`src/rtl/capturador_de_comandos.sv`:
```
// rtl/capturador_de_comandos.sv - switch/button capture: sync, debounce, registered command codes
//
// Samples eight slide switches and four active-low push buttons, passes each
// line through a two-flop synchroniser and an independent debounce counter,
// and presents registered user/function codes with per-channel change strobes.
//
// Ports:
//   Clk       in   1  system clock, rising edge
//   Reset_n   in   1  synchronous active-low reset
//   CH        in   8  raw switches, active-high, asynchronous
//   BTN       in   4  raw buttons, active-low, asynchronous
//   User0     out  3  {CH0,CH1,CH2} debounced
//   Func0     out  3  {CH3, BTN0 pressed, BTN1 pressed} debounced
//   User1     out  3  {CH4,CH5,CH6} debounced
//   Func1     out  3  {CH7, BTN2 pressed, BTN3 pressed} debounced
//   Changed0  out  1  one-cycle pulse when {User0,Func0} loads a new value
//   Changed1  out  1  one-cycle pulse when {User1,Func1} loads a new value
//
// Build option:
//   CAPT_STICKY_BTN_EN  when defined, each button output bit is a toggle latch
//                       that inverts on every accepted press and ignores releases.
//
// Parameters: DEB_CYCLES (2..65535) consecutive differing cycles before a new
// level is accepted; CNT_W counter width with 2**CNT_W > DEB_CYCLES.

module capturador_de_comandos #(
    parameter int unsigned DEB_CYCLES = 50000,
    parameter int unsigned CNT_W      = 16
) (
    input  logic       Clk,
    input  logic       Reset_n,
    input  logic [7:0] CH,
    input  logic [3:0] BTN,
    output logic [2:0] User0,
    output logic [2:0] Func0,
    output logic [2:0] User1,
    output logic [2:0] Func1,
    output logic       Changed0,
    output logic       Changed1
);

    localparam int unsigned N_LINES = 12;

    // Counter value on the cycle that accepts the new level.
    localparam logic [CNT_W-1:0] DEB_LAST = CNT_W'(DEB_CYCLES - 1);

    // Line 0..7 = CH0..CH7, line 8..11 = BTN0..BTN3 (still active-low here).
    // Buttons reset to the released level so no press is seen out of reset.
    localparam logic [N_LINES-1:0] LINE_RST = {4'hF, 8'h00};

    logic [N_LINES-1:0] w_raw;
    logic [N_LINES-1:0] r_s1;
    logic [N_LINES-1:0] r_s2;
    logic [N_LINES-1:0] r_stable;
    logic [CNT_W-1:0]   r_cnt [N_LINES];
    logic [N_LINES-1:0] w_accept;

    logic [3:0]         w_btn_bit;
    logic [5:0]         w_code0;
    logic [5:0]         w_code1;
    logic [5:0]         r_out0;
    logic [5:0]         r_out1;
    logic               r_chg0;
    logic               r_chg1;

    assign w_raw = {BTN, CH};

    // A line accepts when it has differed from its stable value for the full
    // debounce window; the counter is then at its last value.
    always_comb begin
        w_accept = '0;
        for (int i = 0; i < N_LINES; i++) begin
            w_accept[i] = (r_s2[i] != r_stable[i]) && (r_cnt[i] == DEB_LAST);
        end
    end

    // Synchronisers and debounce counters. Any return to the stable level
    // before acceptance clears the counter, discarding the glitch.
    always_ff @(posedge Clk) begin
        if (!Reset_n) begin
            r_s1     <= LINE_RST;
            r_s2     <= LINE_RST;
            r_stable <= LINE_RST;
            for (int i = 0; i < N_LINES; i++) begin
                r_cnt[i] <= '0;
            end
        end else begin
            r_s1 <= w_raw;
            r_s2 <= r_s1;
            for (int i = 0; i < N_LINES; i++) begin
                if (r_s2[i] == r_stable[i]) begin
                    r_cnt[i] <= '0;
                end else if (w_accept[i]) begin
                    r_stable[i] <= r_s2[i];
                    r_cnt[i]    <= '0;
                end else begin
                    r_cnt[i] <= r_cnt[i] + 1'b1;
                end
            end
        end
    end

`ifdef CAPT_STICKY_BTN_EN
    logic [3:0] r_toggle;
    logic [3:0] w_press;

    // A press is an accepted transition from released (1) to pressed (0);
    // the toggle is updated on the same edge the stable value changes.
    assign w_press = w_accept[11:8] & r_stable[11:8];

    always_ff @(posedge Clk) begin
        if (!Reset_n) begin
            r_toggle <= '0;
        end else begin
            r_toggle <= r_toggle ^ w_press;
        end
    end

    assign w_btn_bit = r_toggle;
`else
    assign w_btn_bit = ~r_stable[11:8];
`endif

    assign w_code0 = {r_stable[0], r_stable[1], r_stable[2],
                      r_stable[3], w_btn_bit[0], w_btn_bit[1]};
    assign w_code1 = {r_stable[4], r_stable[5], r_stable[6],
                      r_stable[7], w_btn_bit[2], w_btn_bit[3]};

    // Output registers load only on a difference, and the strobe marks
    // exactly the edge on which the load happens.
    always_ff @(posedge Clk) begin
        if (!Reset_n) begin
            r_out0 <= '0;
            r_out1 <= '0;
            r_chg0 <= 1'b0;
            r_chg1 <= 1'b0;
        end else begin
            r_chg0 <= (w_code0 != r_out0);
            r_chg1 <= (w_code1 != r_out1);
            if (w_code0 != r_out0) begin
                r_out0 <= w_code0;
            end
            if (w_code1 != r_out1) begin
                r_out1 <= w_code1;
            end
        end
    end

    assign User0    = r_out0[5:3];
    assign Func0    = r_out0[2:0];
    assign User1    = r_out1[5:3];
    assign Func1    = r_out1[2:0];
    assign Changed0 = r_chg0;
    assign Changed1 = r_chg1;

endmodule

```
`config.mk`:
```
export PLATFORM = sky130hd
export DESIGN_NAME = capturador_de_comandos
export DESIGN_NICKNAME = d
export VERILOG_FILES = /design/src/rtl/capturador_de_comandos.sv
export SDC_FILE = /design/constraint.sdc
export NUM_CORES = 1
export LEC_CHECK = 0
export BUFFER_PORTS_ARGS = -buffer_cell sky130_fd_sc_hd__buf_2
export CAP_MARGIN = 30
export CELL_PAD_IN_SITES_DETAIL_PLACEMENT = 0
export CELL_PAD_IN_SITES_GLOBAL_PLACEMENT = 1
export CORE_AREA = 2 2 159 161
export CTS_CLUSTER_DIAMETER = 200
export DETAILED_ROUTE_END_ITERATION = 7
export DIE_AREA = 0 0 161 163
export MAX_ROUTING_LAYER = met4
export PLACE_DENSITY_LB_ADDON = 0.25
export RECOVER_POWER = 100
export REMOVE_ABC_BUFFERS = 1
export SYNTH_ARGS = -nofsm -noshare
export SYNTH_HDL_FRONTEND = slang
export SYNTH_SLANG_ARGS = --single-unit
```
`constraint.sdc`:
```
create_clock -name Clk -period 5.7 [get_ports Clk]
set_input_delay 0 -clock Clk [delete_from_list [all_inputs] [get_ports Clk]]
set_output_delay 0 -clock Clk [all_outputs]
set_load 0.005 [all_outputs]
```
==> impl_metrics.env <==
export IMPL_status="finished, violations left"
export IMPL_violations="capacitance limit, slew limit"
export IMPL_r2r_cells=3
export IMPL_swShare_pct=21.2
export IMPL_p_seq_share_pct=53.3
export IMPL_rsz0062_at_grt="false"
export IMPL_cts_buffer_depth=3
export IMPL_path_clk_slew_ns=0.06
export IMPL_setup_ws_ns=2.20
export IMPL_p_int_w=0.00302
export IMPL_synthFlopType="edfxtp_1"
export IMPL_synth_warnings=0
export IMPL_cts_tree="yes"
export IMPL_grt_pass1_vias=7653
export IMPL_synth_seq_cells=242
export IMPL_power_w=0.00383
export IMPL_vias=8127
export IMPL_crit_fanout=16
export IMPL_nets=1373
export IMPL_holdPathEnd="r_s1[11]$_SDFF_PN1_"
export IMPL_stdcell_count=1697
export IMPL_min_delay_start="BTN[3]"
export IMPL_crit_arrival_ns=3.68
export IMPL_n_antenna_cell=0
export IMPL_cts_setup_buffers=0
export IMPL_hold_class="in -> reg"
export IMPL_std_cell_rows=58
export IMPL_path_class="reg -> reg"
export IMPL_p_leak_nw=5.06
export IMPL_dp_cells=1636
export IMPL_wirelength_um=20300
export IMPL_power_density_nw_per_um2=272
export IMPL_ctsHoldBuffers=12
export IMPL_firstDrtPassIters=4
export IMPL_synth_edf_count=192
export IMPL_ys_seq_area_share_pct=56.1
export IMPL_finalHoldViolations=0
export IMPL_wl_per_cell_um=12.0
export IMPL_hold_depth=3
export IMPL_die_y_um=163
export IMPL_synthArstFlopShare_pct=0
export IMPL_rrSetupSlack_ns=2.20
export IMPL_netlist_instances=1108
export IMPL_clock_latency_ns=0.52
export IMPL_gr_total_overflow=0
export IMPL_clkPwrFrac_pct=42.9
export IMPL_hold_slack_ns=0.186
export IMPL_tightest_slew_ns=2.43
export IMPL_antenna_found_initial=0
export IMPL_worstReg2RegEnd="r_cnt[0][38]$_SDFFCE_PN0P_"
export IMPL_core_um2=24700
export IMPL_synth_area_um2=12100
export IMPL_switchingPower_w=0.000814
export IMPL_fmax_ghz=0.286
export IMPL_drt_iter0_drc=461
export IMPL_antenna_left=0
export IMPL_netlist_cell_type_count=46
export IMPL_htreeDepth=1
export IMPL_drc=0
export IMPL_num_io_pins=28
export IMPL_period_share_pct=61.4
export IMPL_cts_root_buf="clkbuf_16"
export IMPL_final_setup_viol_count=0
export IMPL_slew_violations=77
export IMPL_cts_sinks=242
export IMPL_drv_cap=2
export IMPL_area_growth_pct=16.9
export IMPL_maxSlewHeadroom_pct=-64.3
export IMPL_io_buffers=27
export IMPL_r2r_start="r_cnt[0][43]$_SDFFCE_PN0P_"
export IMPL_viasPerCell=4.79
export IMPL_gp_congestion=0.857
export IMPL_grt_use_total_pct=16.2
export IMPL_start_kind="flip-flop"
export IMPL_drive_gt1_share_pct=4.90
export IMPL_required_ns=5.88
export IMPL_cts_buffers=27
export IMPL_setup_tns_ns=0
export IMPL_die_w_um=161
export IMPL_p_comb_share_pct=3.8
export IMPL_dpl_worst_slack_ns=3.35
export IMPL_ir_drop_mv=0.244
export IMPL_end_kind="flip-flop"
export IMPL_fin_skew_ns=0.00871
export IMPL_dieArea_um2=26200
export IMPL_dpl_hpwl_um=13800
export IMPL_initial_core_util_pct=48.8
export IMPL_cts_resized=0
export IMPL_grt_pass1_wl_um=34800
export IMPL_synth_avg_cell_area_um2=10.9
export IMPL_finalCriticalPeriod_ns=3.50
export IMPL_grt_max_degree=60
[sequential cells by signal (all words and copies together) (netlist names)]
signal and flops:
Changed1 1, r_out1 6, Changed0 1, r_s1 12, r_cnt 192, r_stable 12, r_out0 6, r_s2 12
[power by group through the flow]
stage | Clock, W | Combinational (W) | Sequential [W]
6_report | 0.00164 | 0.000146 | 0.00204
5_1_grt | 0.00176 | 0.000171 | 0.00205
4_1_cts | 0.00170 | 0.000147 | 0.00204
3_5_place_dp | 0 | 0.000139 | 0.00208
3_3_place_gp | 0 | 0.000139 | 0.00208
2_1_floorplan | 0 | 0.000112 | 0.00206
[synth_stat cells (all sizes together) (2+ instances only)]
master	instances	share of area (%)
nor4	52	2.7
a21oi	5	0.21
buf	12	0.81
or2	3	0.16
nor4b	5	0.36
and4	7	0.51
nand4b	4	0.29
or4b	6	0.50
or3	5	0.26
nand3	69	3.1
o211ai	2	0.28
dfxtp	50	8.3
mux2i	11	0.91
nand4	48	2.5
or4bb	3	0.28
a31oi	2	0.10
xor2	65	4.7
or4	13	0.90
xnor2	123	8.9
nor2	217	6.8
and2	22	1.1
nand2b	10	0.52
ha	12	1.2
nand2	48	1.5
inv	45	1.4
nor3	37	1.5
edfxtp	192	48
clkbuf	11	0.34
nor4bb	3	0.25
and3	15	0.78
o31ai	4	0.29
[worst max-delay path by stage]
stage,from,endpoint,slack (ns),depth (start not counted)
floorplan,r_cnt[0][55]$_SDFFCE_PN0P_,r_cnt[0][51]$_SDFFCE_PN0P_,3.51,4
global placement,r_cnt[1][38]$_SDFFCE_PN0P_,r_cnt[1][45]$_SDFFCE_PN0P_,3.35,4
detailed placement,r_cnt[0][43]$_SDFFCE_PN0P_,r_cnt[0][41]$_SDFFCE_PN0P_,3.35,3
CTS,r_cnt[2][48]$_SDFFCE_PN0P_,r_cnt[2][58]$_SDFFCE_PN0P_,3.34,5
global route,r_cnt[0][43]$_SDFFCE_PN0P_,r_cnt[0][36]$_SDFFCE_PN0P_,1.88,3
finish,r_cnt[0][43]$_SDFFCE_PN0P_,r_cnt[0][38]$_SDFFCE_PN0P_,2.20,3
[cells in the final DEF, fill, tap and decap left out, types with 11 or more instances in the layout]
cell	Yosys	final
nor2_1	217	217
edfxtp_1	192	192
conb_1	1	192
xnor2_1	123	123
nand3_1	64	69
xor2_1	65	65
nor4_1	52	52
dfxtp_1	50	50
nand2_1	48	48
nand4_1	48	48
inv_1	45	45
nor3_1	37	37
clkbuf_16	0	27
buf_2	3	18
clkbuf_1	11	16
and3_1	15	15
and2_1	22	13
ha_1	12	12
dlygate4sd3_1	0	12
mux2i_1	11	11
[metal layers]
layer	vias up	part of all wire, %	track usage (%)
met1	3766	49	21.7
met4	0	1.7	4.18
met5	-	0	-
li1	4246	-	-
met2	88	46	26.1
met3	27	3.2	2.37
[kinds of logic after synthesis]
logic type | share of synthesized area (%)
XOR/XNOR | 13.7
AND/OR/NAND/NOR | 24.2
multiplexers | 0.914
other | 0.0311
buffers and inverters | 2.55
flip-flops | 56.1
adder cells (fa/ha/maj) | 1.25
AO/OA/AOI/OAI | 1.22
[per-stage QoR]
step           utilization (%)  area [um2]
2_1_floorplan                -       12600
3_3_place_gp              53.5       13200
3_5_place_dp              53.5       13200
4_1_cts                   57.5       14200
5_1_grt                   57.1       14100
6_report                  57.1       14100
[area by class of cell]
cell class              instances  area, um2
fillers                      2165      10600
flip-flops and latches        242       6770
multi-input cells             989       5630
clock buffers                  41        818
well taps                     330        413
repair buffers                 42        255
inverters                      45        169
clock inverters                 8       38.8
[worst max-delay path, stage by stage (launching register included)]
cell and delay, ns:
edfxtp_1 0.44, or4b_1 0.57, o41ai_1 2.00, nor2_1 0.15
No activity file was read; power rests on OpenSTA's default activity.
